--- config.mk ---
export PLATFORM = sky130hd
export DESIGN_NAME = sparse_mult_by_at_flat
export DESIGN_NICKNAME = d
export VERILOG_FILES = /design/src/rtl/sparse_mult_by_at_pkg.sv /design/src/rtl/sparse_mult_by_at_if.sv /design/src/rtl/sparse_pingpong_slot.sv /design/src/rtl/sparse_mult_by_at.sv /design/src/flat_wrapper.sv
export SDC_FILE = /design/constraint.sdc
export NUM_CORES = 1
export LEC_CHECK = 0
export CAP_MARGIN = 30
export CORE_MARGIN = 8
export CORE_UTILIZATION = 50
export CTS_CLUSTER_DIAMETER = 60
export DETAILED_ROUTE_END_ITERATION = 7
export GPL_TIMING_DRIVEN = 0
export HOLD_SLACK_MARGIN = 0.05
export PLACE_DENSITY = 0.8
export SLEW_MARGIN = 30
export SYNTH_ARGS = -nofsm -noshare
export SYNTH_HDL_FRONTEND = slang
export SYNTH_SLANG_ARGS = --single-unit
--- constraint.sdc ---
create_clock -name i_clock -period 2.9 [get_ports i_clock]
set_clock_uncertainty 0.1 [all_clocks]
set_input_delay 0.87 -clock i_clock [delete_from_list [all_inputs] [get_ports i_clock]]
set_output_delay 0.87 -clock i_clock [all_outputs]
set_load 0.01 [all_outputs]
--- src/rtl/sparse_mult_by_at_pkg.sv ---
// Shared types and defaults for the sparse multiply blocks (forward and transpose).
package sparse_mult_by_at_pkg;

   localparam int unsigned DEFAULT_WIDTH = 96;
   localparam int unsigned BLOCK_LENGTH  = 11;

   typedef enum logic [2:0] {
      ST_INIT,
      ST_PING,
      ST_PONG,
      ST_WAIT_FOR_PING,
      ST_WAIT_FOR_PONG
   } states_t;

endpackage

--- src/rtl/sparse_mult_by_at_if.sv ---
// Input and output stream handshake bundle for sparse_mult_by_at.
interface sparse_mult_by_at_if
   import sparse_mult_by_at_pkg::*;
#(
   parameter int unsigned WIDTH = DEFAULT_WIDTH
);

   logic [WIDTH-1:0] i_input_data;
   logic             i_input_valid;
   logic             o_input_ready;
   logic [WIDTH-1:0] o_output_data;
   logic             o_output_valid;
   logic             i_output_ready;
   logic             o_output_last;

   // Upstream producer / downstream consumer side
   modport master (
      output i_input_data,
      output i_input_valid,
      input  o_input_ready,
      input  o_output_data,
      input  o_output_valid,
      output i_output_ready,
      input  o_output_last
   );

   // Block side
   modport slave (
      input  i_input_data,
      input  i_input_valid,
      output o_input_ready,
      output o_output_data,
      output o_output_valid,
      input  i_output_ready,
      output o_output_last
   );

endinterface

--- src/rtl/sparse_pingpong_slot.sv ---
// One-word holding buffer with a full flag; load and release never hit the same slot together.
module sparse_pingpong_slot
   import sparse_mult_by_at_pkg::*;
#(
   parameter int unsigned WIDTH = DEFAULT_WIDTH
) (
   input  logic             i_clock,
   input  logic             i_reset,
   input  logic             load,
   input  logic [WIDTH-1:0] data_in,
   input  logic             release_en,
   output logic [WIDTH-1:0] data_out,
   output logic             full
);

   // Capture the word on load, drop the full flag on release
   always_ff @(posedge i_clock) begin
      if (i_reset) begin
         data_out <= '0;
         full     <= 1'b0;
      end else if (load) begin
         data_out <= data_in;
         full     <= 1'b1;
      end else if (release_en) begin
         full     <= 1'b0;
      end
   end

endmodule

--- src/rtl/sparse_mult_by_at.sv ---
// Upsampler: each input word becomes OUTPUT_LENGTH-1 zero words followed by the word itself.
module sparse_mult_by_at
   import sparse_mult_by_at_pkg::*;
#(
   parameter int unsigned WIDTH         = DEFAULT_WIDTH,
   parameter int unsigned OUTPUT_LENGTH = BLOCK_LENGTH
) (
   input  logic            i_clock,
   input  logic            i_reset,
   sparse_mult_by_at_if.slave bus
);

   localparam int unsigned     CNT_W      = $clog2(OUTPUT_LENGTH);
   localparam logic [CNT_W-1:0] LAST_COUNT = CNT_W'(OUTPUT_LENGTH - 1);

   states_t          fill_state;
   states_t          rd_state;
   logic [CNT_W-1:0] out_count;

   logic             ping_full;
   logic             pong_full;
   logic [WIDTH-1:0] ping_data;
   logic [WIDTH-1:0] pong_data;

   logic target_full;
   logic input_ready;
   logic in_fire;
   logic load_ping;
   logic load_pong;
   logic reading;
   logic at_last;
   logic out_fire;
   logic block_done;
   logic release_ping;
   logic release_pong;

   // Fill-side handshake: accept only into the buffer the fill pointer targets, when empty
   assign target_full = (fill_state == ST_PONG) ? pong_full : ping_full;
   assign input_ready = (fill_state != ST_INIT) && !target_full;
   assign in_fire     = bus.i_input_valid && input_ready;
   assign load_ping   = in_fire && (fill_state == ST_PING);
   assign load_pong   = in_fire && (fill_state == ST_PONG);

   // Readout-side handshake and end-of-block release
   assign reading      = (rd_state == ST_PING) || (rd_state == ST_PONG);
   assign at_last      = (out_count == LAST_COUNT);
   assign out_fire     = reading && bus.i_output_ready;
   assign block_done   = out_fire && at_last;
   assign release_ping = block_done && (rd_state == ST_PING);
   assign release_pong = block_done && (rd_state == ST_PONG);

   // Outputs decoded purely from registered state so they hold under backpressure
   assign bus.o_input_ready  = input_ready;
   assign bus.o_output_valid = reading;
   assign bus.o_output_last  = reading && at_last;
   assign bus.o_output_data  = (reading && at_last)
                               ? ((rd_state == ST_PONG) ? pong_data : ping_data)
                               : '0;

   sparse_pingpong_slot #(.WIDTH(WIDTH)) u_ping (
      .i_clock    (i_clock),
      .i_reset    (i_reset),
      .load       (load_ping),
      .data_in    (bus.i_input_data),
      .release_en (release_ping),
      .data_out   (ping_data),
      .full       (ping_full)
   );

   sparse_pingpong_slot #(.WIDTH(WIDTH)) u_pong (
      .i_clock    (i_clock),
      .i_reset    (i_reset),
      .load       (load_pong),
      .data_in    (bus.i_input_data),
      .release_en (release_pong),
      .data_out   (pong_data),
      .full       (pong_full)
   );

   // Fill FSM: alternate target buffer after every accepted word
   always_ff @(posedge i_clock) begin
      if (i_reset) begin
         fill_state <= ST_INIT;
      end else begin
         case (fill_state)
            ST_INIT: fill_state <= ST_PING;
            ST_PING: if (in_fire) fill_state <= ST_PONG;
            ST_PONG: if (in_fire) fill_state <= ST_PING;
            default: fill_state <= ST_INIT;
         endcase
      end
   end

   // Readout FSM: stream one block per full buffer, hop straight to the other if it is ready
   always_ff @(posedge i_clock) begin
      if (i_reset) begin
         rd_state  <= ST_INIT;
         out_count <= '0;
      end else begin
         case (rd_state)
            ST_INIT: rd_state <= ST_WAIT_FOR_PING;
            ST_WAIT_FOR_PING: if (ping_full) rd_state <= ST_PING;
            ST_WAIT_FOR_PONG: if (pong_full) rd_state <= ST_PONG;
            ST_PING: begin
               if (out_fire) begin
                  if (at_last) begin
                     out_count <= '0;
                     rd_state  <= pong_full ? ST_PONG : ST_WAIT_FOR_PONG;
                  end else begin
                     out_count <= out_count + CNT_W'(1);
                  end
               end
            end
            ST_PONG: begin
               if (out_fire) begin
                  if (at_last) begin
                     out_count <= '0;
                     rd_state  <= ping_full ? ST_PING : ST_WAIT_FOR_PING;
                  end else begin
                     out_count <= out_count + CNT_W'(1);
                  end
               end
            end
            default: begin
               rd_state  <= ST_INIT;
               out_count <= '0;
            end
         endcase
      end
   end

endmodule
--- src/flat_wrapper.sv ---
// flat-port wrapper written by rule: the top's interface ports become plain ports
module sparse_mult_by_at_flat import sparse_mult_by_at_pkg::*;
#(
   parameter int unsigned WIDTH         = DEFAULT_WIDTH,
   parameter int unsigned OUTPUT_LENGTH = BLOCK_LENGTH
)
  (i_clock, i_reset, bus_i_input_data, bus_i_input_valid, bus_o_input_ready, bus_o_output_data, bus_o_output_valid, bus_i_output_ready, bus_o_output_last);
  sparse_mult_by_at_if #(.WIDTH(WIDTH)) bus_i ();
  input  logic i_clock;
  input  logic i_reset;
  input wire logic [$bits(bus_i.i_input_data)-1:0] bus_i_input_data;
  input wire logic [$bits(bus_i.i_input_valid)-1:0] bus_i_input_valid;
  output wire logic [$bits(bus_i.o_input_ready)-1:0] bus_o_input_ready;
  output wire logic [$bits(bus_i.o_output_data)-1:0] bus_o_output_data;
  output wire logic [$bits(bus_i.o_output_valid)-1:0] bus_o_output_valid;
  input wire logic [$bits(bus_i.i_output_ready)-1:0] bus_i_output_ready;
  output wire logic [$bits(bus_i.o_output_last)-1:0] bus_o_output_last;
  assign bus_i.i_input_data = bus_i_input_data;
  assign bus_i.i_input_valid = bus_i_input_valid;
  assign bus_o_input_ready = bus_i.o_input_ready;
  assign bus_o_output_data = bus_i.o_output_data;
  assign bus_o_output_valid = bus_i.o_output_valid;
  assign bus_i.i_output_ready = bus_i_output_ready;
  assign bus_o_output_last = bus_i.o_output_last;
  sparse_mult_by_at #(.WIDTH(WIDTH), .OUTPUT_LENGTH(OUTPUT_LENGTH)) u_core (.i_clock(i_clock), .i_reset(i_reset), .bus(bus_i));
endmodule
==> results of run 1 <==
-- power by group through the flow --
stage,logic (W),registers [W],clock network (W)
floorplan,0.000721,0.00302,0
global placement,0.00117,0.00302,0
detailed placement,0.00119,0.00303,0
CTS,0.00145,0.00300,0.00257
global route,0.00203,0.00303,0.00269
finish,0.00191,0.00301,0.00256
-- metal layers --
metal	vias up	wire length, um	GRT usage	part of all wire
li1	4481	-	-	-
met1	4432	11890	0.3000	0.41
met2	396	14580	0.4275	0.50
met3	61	2016	0.03925	0.069
met4	0	786	0.07883	0.027
met5	-	0	0	0
-- per-stage QoR --
step           cells  setup TNS, ps  setup slack [ps]    util  power, W
2_1_floorplan   1230              0             377.9       -  0.003737
3_3_place_gp    1647         -33440            -585.3  0.6478  0.004196
3_5_place_dp    1647         -38900            -591.9  0.6478  0.004216
4_1_cts         1694          -9151            -195.8  0.7032  0.007014
5_1_grt         1713          -8507            -182.3  0.7580  0.007750
6_report        1713          -4430            -132.6  0.7580  0.007487
-- state kept, by name (all words and copies together) (netlist names) --
signal and count:
u_core.u_pong.data_out 96, u_core.u_ping.full 1, u_core.rd_state 3, u_core.u_ping.data_out 96, u_core.out_count 4, u_core.u_pong.full 1, u_core.fill_state 2
-- synth_stat cells (3+ instances only) --
library cell,instances
or4_1,3
clkbuf_1,69
a21oi_1,296
o21ai_0,3
inv_1,6
nand2_1,581
dfxtp_1,203
nand3_1,3
nor2_1,4
nand2b_1,3
buf_2,26
-- layout make-up --
class,count,area share
diodes,1,0.0001991
inverters,6,0.002389
plain buffers,97,0.05793
flip-flops and latches,203,0.3241
clock buffers,32,0.04828
multi-input cells,923,0.3713
repair buffers,229,0.1711
clock inverters,2,0.002787
well taps,220,0.02190
-- final timing paths --
check                             startpoint                          to  slack [ps]  cells after the start
setup / recovery         u_core.out_count[0]       bus_o_output_data[71]        -130                      8
hold / removal    u_core.u_ping.data_out[37]  u_core.u_ping.data_out[37]         350                      2
setup reg to reg        u_core.fill_state[1]  u_core.u_pong.data_out[16]         660                      6
hold reg to reg   u_core.u_ping.data_out[37]  u_core.u_ping.data_out[37]         350                      2
-- layout by cell type (no fill, tap or decap), drive strengths merged, types with 2 or more instances in the layout --
cell	count
a211oi	2
a21oi	296
buf	159
clkbuf	99
clkdlybuf4s50	99
dfxtp	203
ha	2
inv	6
nand2	583
nand2b	3
nand3	3
nand3b	2
nor2	5
nor3	2
o21ai	3
or4	3
-- critical path, delay by kind of cell (launching register included) --
family / cells / cell delay (ps)
adders and majority gates: 1 / 130
and+or+nand+nor: 2 / 440
buffers and inverters: 4 / 540
DFF: 1 / 340
AOI/OAI and AO/OA: 1 / 130
-- logic make-up (layout without fill, tap and decap cells) --
kind of cell,Yosys count,count (layout)
and+or+nand+nor,610,611
adders and majority gates,2,2
AOI/OAI and AO/OA,308,308
xor gates and xnor gates,1,1
muxes,1,1
DFF,203,203
buffers and inverters,105,366
other,0,1
-- timing repair --
item,in CTS,in global routing
setup buffers,9,10
resized for setup,536,164
endpoints found under the setup margin,98,97
hold endpoints to repair,0,0
pin swaps,4,39
gates cloned,5,10
==> metrics.cfg, run 1 <==
[status]
outcome=finished, violations left
violations=negative setup slack

[global_route]
grt_max_degree=14
antenna_found_initial=1
grt_pass1_wl_um=44080
grt_pass1_vias=8744
grt.overflow.total=0
grt_usage=0.2443

[yosys]
synth_area_leaders=dfxtp_1, nand2_1, a21oi_1, clkbuf_1, buf_2
synth_seq_area_share=0.4784
synth-compound-area-share=0.1841
synth-simple-area-share=0.2800
yosys.area.top_type=dfxtp_1
synth_top_family_by_area=simple AND/OR/NAND/NOR gates
ys_ff_latch=203
synthCells=1230
synth_area_um2=8496
ys_warn_count=0
synth_nets=1332
netlist-cell-type-count=39
synth_flop_cell=dfxtp_1
synthXorXnorAreaFrac=0.001915
synth_edf_count=0
yosys-mux-area-fraction=0.001178
syn_area_per_cell_um2=6.907
synth_top_area_share=0.4784
yosys.area_share.adder=0.002946
async_flop_share=0

[timing]
setup_viol=71
period_share=1.046
hold_violations=0
min_period_ps=3033
rsz0062_at_grt=yes
whs_ps=353.3
tightest_slew_ps=657.0
max_freq_mhz=329.7
finalWorstSetupSlack_ps=-132.6
slew_headroom=0.5601
slew_viol_final=0

[clock_network]
cts_buffers=21
clock-sinks=203
cts_buffer_depth=3
cts.clk_slew.worst_paths_ps=60
worst_skew_pair.late_latency_ps=480
cts_tree=done
cts.root.buffer_cell=clkbuf_16
h-tree-depth=1
cts_hold_buffers=0

[detailed_routing]
post_drt_wl_per_cell_um=17.08
dr.first_iter.drc_count=697
wl_um=29260
vias=9370
drtAntennaViolNets=0
drc=0
drt-pass1-iter-count=5
viasPerCell=5.470

[place]
placed_area_um2=10740
port-buffer-count=197
place.gp.congestion=0.8520
dp_hpwl_um=18370

[critical_path]
crit_required_ps=1930
cp_max_fo=8
worst-setup-path-type=reg -> out
worstPathCellList=inv_2, ha_4, and3b_2, nand2_8, buf_12, clkbuf_16, a21oi_4, buf_6
crit_path_start_kind=flip-flop
endpoint_kind=output port
worst_ep_arrival_time_ps=2060
critPathSlowestCell=dfxtp_2
critPathMaxStageDelay_ps=340

[floorplan]
die_w_um=146.4
fp.dieArea_um2=21420
die_h_um=146.4
start_util=0.5123
coreArea_um2=16580
num_rows=47
pin_count=199

[cells_and_area]
design_area_um2=12570
syn2layout_area_growth_pct=47.95
nNetsFinal=1583
final-seq-area_um2=4074
fill_cells=1265
multiInputGateArea_um2=4667
drive_above_1_share=0.2178

[run]
max_cap_violations=0

[pwr]
vdd_ir_drop_max_uv=433.6
internal_power_w=0.005315
power_density_nw_per_um2=595.6
power_frac_seq=0.403
comb_power_share=0.256
p_sw_w=0.002172
swShare=0.2901
p_clk_frac=0.342
p_leak_nw=4.353

[worst_hold_path]
hp-class=reg -> reg

(Power assumes the default switching activity.)
==> run 2: changes to the inputs <==
Settings changed: TNS_END_PERCENT from default to 10.
==> metrics.cfg, run 2 (synthesized netlist as in run 1, its figures left out) <==
[status]
outcome=finished, violations left  ; unchanged
violations=negative setup slack  ; unchanged

[critical_path]
critPathSlowestCell=dfxtp_4  ; was dfxtp_2
rr_endpoint=u_core.u_pong.data_out[84]  ; was u_core.u_pong.data_out[16]
cp_max_fo=8  ; unchanged
critPathMaxStageDelay_ps=370  ; was 340 ps
reg2reg_from=u_core.fill_state[1]  ; unchanged
r2r.worst_path.cells=6  ; unchanged
crit_path_start_kind=flip-flop  ; unchanged
worst-setup-path-type=reg -> out  ; unchanged
crit_start=u_core.rd_state[1]  ; was u_core.out_count[0]
crit_required_ps=1930  ; about the same
worstPathCellList=xnor2_4, or2_4, inv_4, nand2_8, bufbuf_16, a21oi_1, buf_2  ; was inv_2, ha_4, and3b_2, nand2_8, buf_12, clkbuf_16, a21oi_4, buf_6
reg2reg_slack_ps=620  ; was 660 ps
worst_ep_arrival_time_ps=2040  ; was 2060 ps
endpoint_kind=output port  ; unchanged

[timing]
period_share=1.037  ; was 1.046
slew_headroom=0.5165  ; was 0.5601
setup_tns_ps=-3777  ; was -4430 ps
rsz0062_at_grt=yes  ; unchanged
min_period_ps=3007  ; was 3033 ps
setup_viol=65  ; was 71
hold_violations=0  ; unchanged
finalWorstSetupSlack_ps=-107.4  ; was -132.6 ps
max_freq_mhz=332.5  ; was 329.7 MHz
slew_viol_final=0  ; unchanged
tightest_slew_ps=722.0  ; was 657.0 ps

[run]
max_cap_violations=0  ; unchanged

[place]
place.gp.congestion=0.8520  ; unchanged
dp_hpwl_um=18370  ; unchanged
port-buffer-count=197  ; unchanged
placed_area_um2=10740  ; unchanged

[clock_network]
cts.clk_slew.worst_paths_ps=60  ; about the same
clock-sinks=203  ; unchanged
worst_skew_pair.late_latency_ps=480  ; about the same
cts_buffers=21  ; unchanged
cts_hold_buffers=0  ; unchanged
cts_buffer_depth=3  ; unchanged
h-tree-depth=1  ; unchanged
cts.root.buffer_cell=clkbuf_16  ; unchanged
cts_tree=done  ; unchanged

[global_route]
grt.overflow.total=0  ; unchanged
grt_max_degree=14  ; unchanged
grt_usage=0.2428  ; was 0.2443
antenna_found_initial=1  ; unchanged
grt_pass1_vias=8666  ; was 8744
grt_pass1_wl_um=43860  ; was 44080 um

[detailed_routing]
drtAntennaViolNets=0  ; unchanged
post_drt_wl_per_cell_um=16.26  ; was 17.08 um
viasPerCell=5.360  ; was 5.470
drc=0  ; unchanged
drt-pass1-iter-count=5  ; unchanged
dr.first_iter.drc_count=599  ; was 697
wl_um=27540  ; was 29260 um
vias=9079  ; was 9370

[pwr]
power_frac_seq=0.426  ; was 0.403
power_density_nw_per_um2=590.5  ; was 595.6 nW/um2
internal_power_w=0.005067  ; was 0.005315 W
comb_power_share=0.215  ; was 0.256
finalPower_w=0.007067  ; was 0.007487 W
p_leak_nw=4.055  ; was 4.353 nW
swShare=0.2830  ; was 0.2901
p_clk_frac=0.359  ; was 0.342
p_sw_w=0.002000  ; was 0.002172 W
vdd_ir_drop_max_uv=443.4  ; was 433.6 uV

[worst_hold_path]
hp-class=reg -> reg  ; unchanged
holdPathStages=2  ; unchanged
holdPathEnd=u_core.u_ping.data_out[29]  ; was u_core.u_ping.data_out[37]
hold_start=u_core.u_ping.data_out[29]  ; was u_core.u_ping.data_out[37]

[floorplan]
pin_count=199  ; unchanged
fp.dieArea_um2=21420  ; unchanged
num_rows=47  ; unchanged
die_w_um=146.4  ; unchanged
start_util=0.5123  ; unchanged
coreArea_um2=16580  ; unchanged
die_h_um=146.4  ; unchanged

[cells_and_area]
nNetsFinal=1564  ; was 1583
largestRegisters=u_core.u_ping.data_out (96), u_core.u_pong.data_out (96), u_core.out_count (4)  ; unchanged
syn2layout_area_growth_pct=40.85  ; was 47.95%
drive_above_1_share=0.1826  ; was 0.2178
finish.utilization=0.7216  ; was 0.7580
final_cell_mix=nand2_1, a21oi_1, dfxtp_1, clkdlybuf4s50_1, buf_2  ; unchanged
design_area_um2=11970  ; was 12570 um2
mostFrequentLayoutCell=nand2_1  ; unchanged

-- run 2: cell count changes in the layout (fill, tap and decap cells not counted), moves of 4 or more --
cell / change
nand2_1: +20
buf_12: -5
a21oi_1: +18
clkdlybuf4s15_2: +29
a21oi_4: -15
nand2_2: -14
buf_2: -14
buf_6: -16
nand2_4: -6
clkbuf_16: -10
buf_8: -4
buf_4: +5
-- run 2: cell type report --
type | count | area, um2
inverter | 6 | 25.02
timing repair buffer | 212 | 1942
antenna | 1 | 2.502
buffer | 96 | 629.4
fill | 1384 | 4617
clock inverter | 2 | 35.03
sequential | 203 | 4074
multi-input combinational | 922 | 4377
tap | 220 | 275.3
clock buffer | 32 | 606.8
-- run 2: how the worst max path moves through the flow --
stage | cells after the start | end
after floorplan | 8 | bus_o_output_data[86]
after global placement | 8 | bus_o_output_data[94]
after detailed placement | 8 | bus_o_output_data[93]
after CTS | 9 | bus_o_output_data[78]
after global routing | 8 | bus_o_output_data[71]
final | 7 | bus_o_output_data[5]
-- run 2: metrics by stage --
step,instances,setup slack [ps],hold WS [ps]
after floorplan,1230,377.9,336.6
after global routing,1694,-147.4,367.1
after CTS,1687,-241.6,354.2
final,1694,-107.4,352.9
after detailed placement,1647,-591.9,346.5
after global placement,1647,-585.3,341.8
-- run 2: what timing repair did --
item | CTS | global route
cloned | 2 | 2
pin swaps | 3 | 5
buffers inserted | 5 | 6
endpoints found under the setup margin | 98 | 97
resized for setup | 448 | 126
-- run 2: routing by layer --
layer	vias up	part of all wire	global-route usage
met5	-	0	0
met4	0	0.025	0.07419
met3	51	0.063	0.03956
met2	330	0.50	0.4269
met1	4252	0.41	0.2980
li1	4446	-	-
-- run 2: power groups by stage --
stage / clock (W) / combinational [W] / sequential, W
floorplan: 0 / 0.000721 / 0.00302
global route: 0.00269 / 0.00164 / 0.00302
CTS: 0.00257 / 0.00139 / 0.00299
global placement: 0 / 0.00117 / 0.00302
detailed placement: 0 / 0.00119 / 0.00303
finish: 0.00254 / 0.00152 / 0.00301
-- run 2: critical path: cells and delay by family (launching register included) --
family                 cells  cell delay [ps]
buffers and inverters      3              550
flip-flops                 1              370
AND/OR/NAND/NOR            2              360
XOR/XNOR                   1              140
AO/OA/AOI/OAI              1              130
==> run 3: changes to the inputs <==
Clock period 2.9 ns to 3.44 ns, I/O delays scaled along.
==> metrics.cfg, run 3 (synthesized netlist as in run 1, its figures left out) <==
[floorplan]
coreArea_um2=16580  ; unchanged
num_rows=47  ; unchanged
die_w_um=146.4  ; unchanged
start_util=0.5123  ; unchanged
fp.dieArea_um2=21420  ; unchanged
pin_count=199  ; unchanged
die_h_um=146.4  ; unchanged

[critical_path]
cp_common_cell=buf_4
cp_max_fo=10  ; was 8
crit_path_end=bus_o_output_data[71]  ; was bus_o_output_data[5]
critPathSlowestCell=dfxtp_1  ; was dfxtp_4
critPathMaxStageDelay_ps=290  ; was 370 ps
worst-setup-path-type=reg -> out  ; unchanged
r2r.worst_path.cells=6  ; unchanged
crit_required_ps=2310  ; was 1930 ps
rr_endpoint=u_core.u_pong.data_out[9]  ; was u_core.u_pong.data_out[84]
worstPathCellList=buf_4, xnor2_2, or2_1, inv_2, nand2_4, buf_6, buf_4, a21oi_1, clkdlybuf4s15_2  ; was xnor2_4, or2_4, inv_4, nand2_8, bufbuf_16, a21oi_1, buf_2
endpoint_kind=output port  ; unchanged
worst_ep_arrival_time_ps=2300  ; was 2040 ps
reg2reg_from=u_core.fill_state[1]  ; unchanged
reg2reg_slack_ps=1230  ; was 620 ps
crit_path_start_kind=flip-flop  ; unchanged
crit_start=u_core.rd_state[1]  ; unchanged

[timing]
setup_viol=0  ; was 65
slew_viol_final=0  ; unchanged
slew_headroom=0.5518  ; was 0.5165
rsz0062_at_grt=yes  ; unchanged
setup_tns_ps=0  ; was -3777 ps
period_share=0.9981
hold_violations=0  ; unchanged
min_period_ps=3434
max_freq_mhz=291.2
tightest_slew_ps=669.3  ; was 722.0 ps

[cells_and_area]
nNetsFinal=1554  ; was 1564
mostFrequentLayoutCell=nand2_1  ; unchanged
finish.utilization=0.6873  ; was 0.7216
drive_above_1_share=0.08817  ; was 0.1826
final_cell_mix=nand2_1, a21oi_1, dfxtp_1, clkdlybuf4s50_1, clkbuf_1  ; was nand2_1, a21oi_1, dfxtp_1, clkdlybuf4s50_1, buf_2
syn2layout_area_growth_pct=34.17  ; was 40.85%
largestRegisters=u_core.u_ping.data_out (96), u_core.u_pong.data_out (96), u_core.out_count (4)  ; unchanged

[clock_network]
cts_hold_buffers=0  ; unchanged
cts_buffer_depth=3  ; unchanged
h-tree-depth=1  ; unchanged
cts_tree=done  ; unchanged
cts.root.buffer_cell=clkbuf_16  ; unchanged
worst_skew_pair.late_latency_ps=480  ; about the same
clock-sinks=203  ; unchanged
cts.clk_slew.worst_paths_ps=60  ; about the same
cts_buffers=21  ; unchanged

[pwr]
p_sw_w=0.001626  ; was 0.002000 W
swShare=0.2818  ; was 0.2830
p_clk_frac=0.372  ; was 0.359
internal_power_w=0.004144  ; was 0.005067 W
power_density_nw_per_um2=506.1  ; was 590.5 nW/um2
power_frac_seq=0.434  ; was 0.426
p_leak_nw=4.099  ; was 4.055 nW
vdd_ir_drop_max_uv=348.9  ; was 443.4 uV
comb_power_share=0.194  ; was 0.215

[detailed_routing]
post_drt_wl_per_cell_um=15.81  ; was 16.26 um
drt-pass1-iter-count=8  ; was 5
drc=0  ; unchanged
dr.first_iter.drc_count=495  ; was 599
wl_um=26630  ; was 27540 um
drtAntennaViolNets=0  ; unchanged
vias=8884  ; was 9079
viasPerCell=5.272  ; was 5.360

[place]
place.gp.congestion=0.8520  ; unchanged
dp_hpwl_um=18370  ; unchanged
port-buffer-count=197  ; unchanged

[worst_hold_path]
hp-class=reg -> reg  ; unchanged
hold_start=u_core.u_ping.data_out[37]  ; was u_core.u_ping.data_out[29]

[global_route]
grt_max_degree=14  ; unchanged
grt_usage=0.2377  ; was 0.2428
grt_pass1_vias=8524  ; was 8666
grt.overflow.total=0  ; unchanged
grt_pass1_wl_um=42880  ; was 43860 um
antenna_found_initial=2  ; was 1

[status]
outcome=completed  ; was finished, violations left

[run]
max_cap_violations=0  ; unchanged

run 3: cell types whose count changed in the layout (fill, tap and decap cells not counted), sizes merged:
cell	before	now
dlygate4sd2	0	56
buf	125	36
clkdlybuf4s50	99	100
diode	1	2
dlymetal6s2s	0	3
clkdlybuf4s15	29	12
clkbuf	86	123
bufbuf	1	0
run 3: power by group through the flow:
stage,registers (W),logic [W],clock network [W]
2_1_floorplan,0.00254,0.000608,0
5_1_grt,0.00251,0.00122,0.00227
3_3_place_gp,0.00255,0.000988,0
6_report,0.00251,0.00112,0.00214
3_5_place_dp,0.00255,0.000999,0
4_1_cts,0.00250,0.00109,0.00217
run 3: area by class of cell:
cell class	instances	area, um2
Antenna cell	2	5.005
Buffer	99	513.0
Clock buffer	32	606.8
Clock inverter	2	35.03
Fill cell	1503	5185
Inverter	6	22.52
Multi-Input combinational cell	922	4060
Sequential cell	203	4064
Tap cell	220	275.3
Timing Repair Buffer	199	1817
run 3: how the worst min path moves through the flow:
| stage | endpoint | slack (ps) | cells after the start |
|---|---|---|---|
| floorplan | u_core.u_ping.data_out[0] | 340 | 2 |
| finish | u_core.u_ping.data_out[37] | 350 | 2 |
| detailed placement | u_core.u_pong.data_out[59] | 350 | 2 |
| global route | u_core.u_ping.data_out[20] | 370 | 2 |
| CTS | u_core.u_ping.data_out[38] | 350 | 2 |
| global placement | u_core.u_pong.data_out[88] | 340 | 2 |
run 3: per-stage QoR:
| step | worst slack (ps) | total power (W) | instances | area, um2 | hold WS (ps) |
|---|---|---|---|---|---|
| 6_report | 6.473 | 0.005769 | 1685 | 11400 | 353.3 |
| 5_1_grt | -81.09 | 0.005997 | 1685 | 11400 | 367.1 |
| 4_1_cts | -161.6 | 0.005761 | 1683 | 11450 | 354.2 |
| 3_5_place_dp | -213.9 | 0.003554 | 1647 | 10740 | 346.5 |
| 3_3_place_gp | -207.3 | 0.003538 | 1647 | 10740 | 341.8 |
| 2_1_floorplan | 755.9 | 0.003151 | 1230 | 8496 | 336.6 |
run 3: critical path: cells and delay by family (launching register included):
kind                      cells  cell delay [ps]
AOI/OAI and AO/OA             1              160
xor gates and xnor gates      1              150
and+or+nand+nor               2              360
buffers and inverters         5              840
DFF                           1              290
run 3: metal layers:
metal,vias to the layer above,track usage,part of all wire
li1,4419,-,-
met1,4120,0.2943,0.42
met2,305,0.4130,0.49
met3,40,0.03832,0.061
met4,0,0.07676,0.022
met5,-,0,0
run 3: what timing repair did:
action                                  in CTS  in global routing
pin swaps                                    1                  0
gates resized for setup                    171                 66
endpoints found under the setup margin      97                 54
gates cloned                                 0                  0
buffers inserted                             2                  0
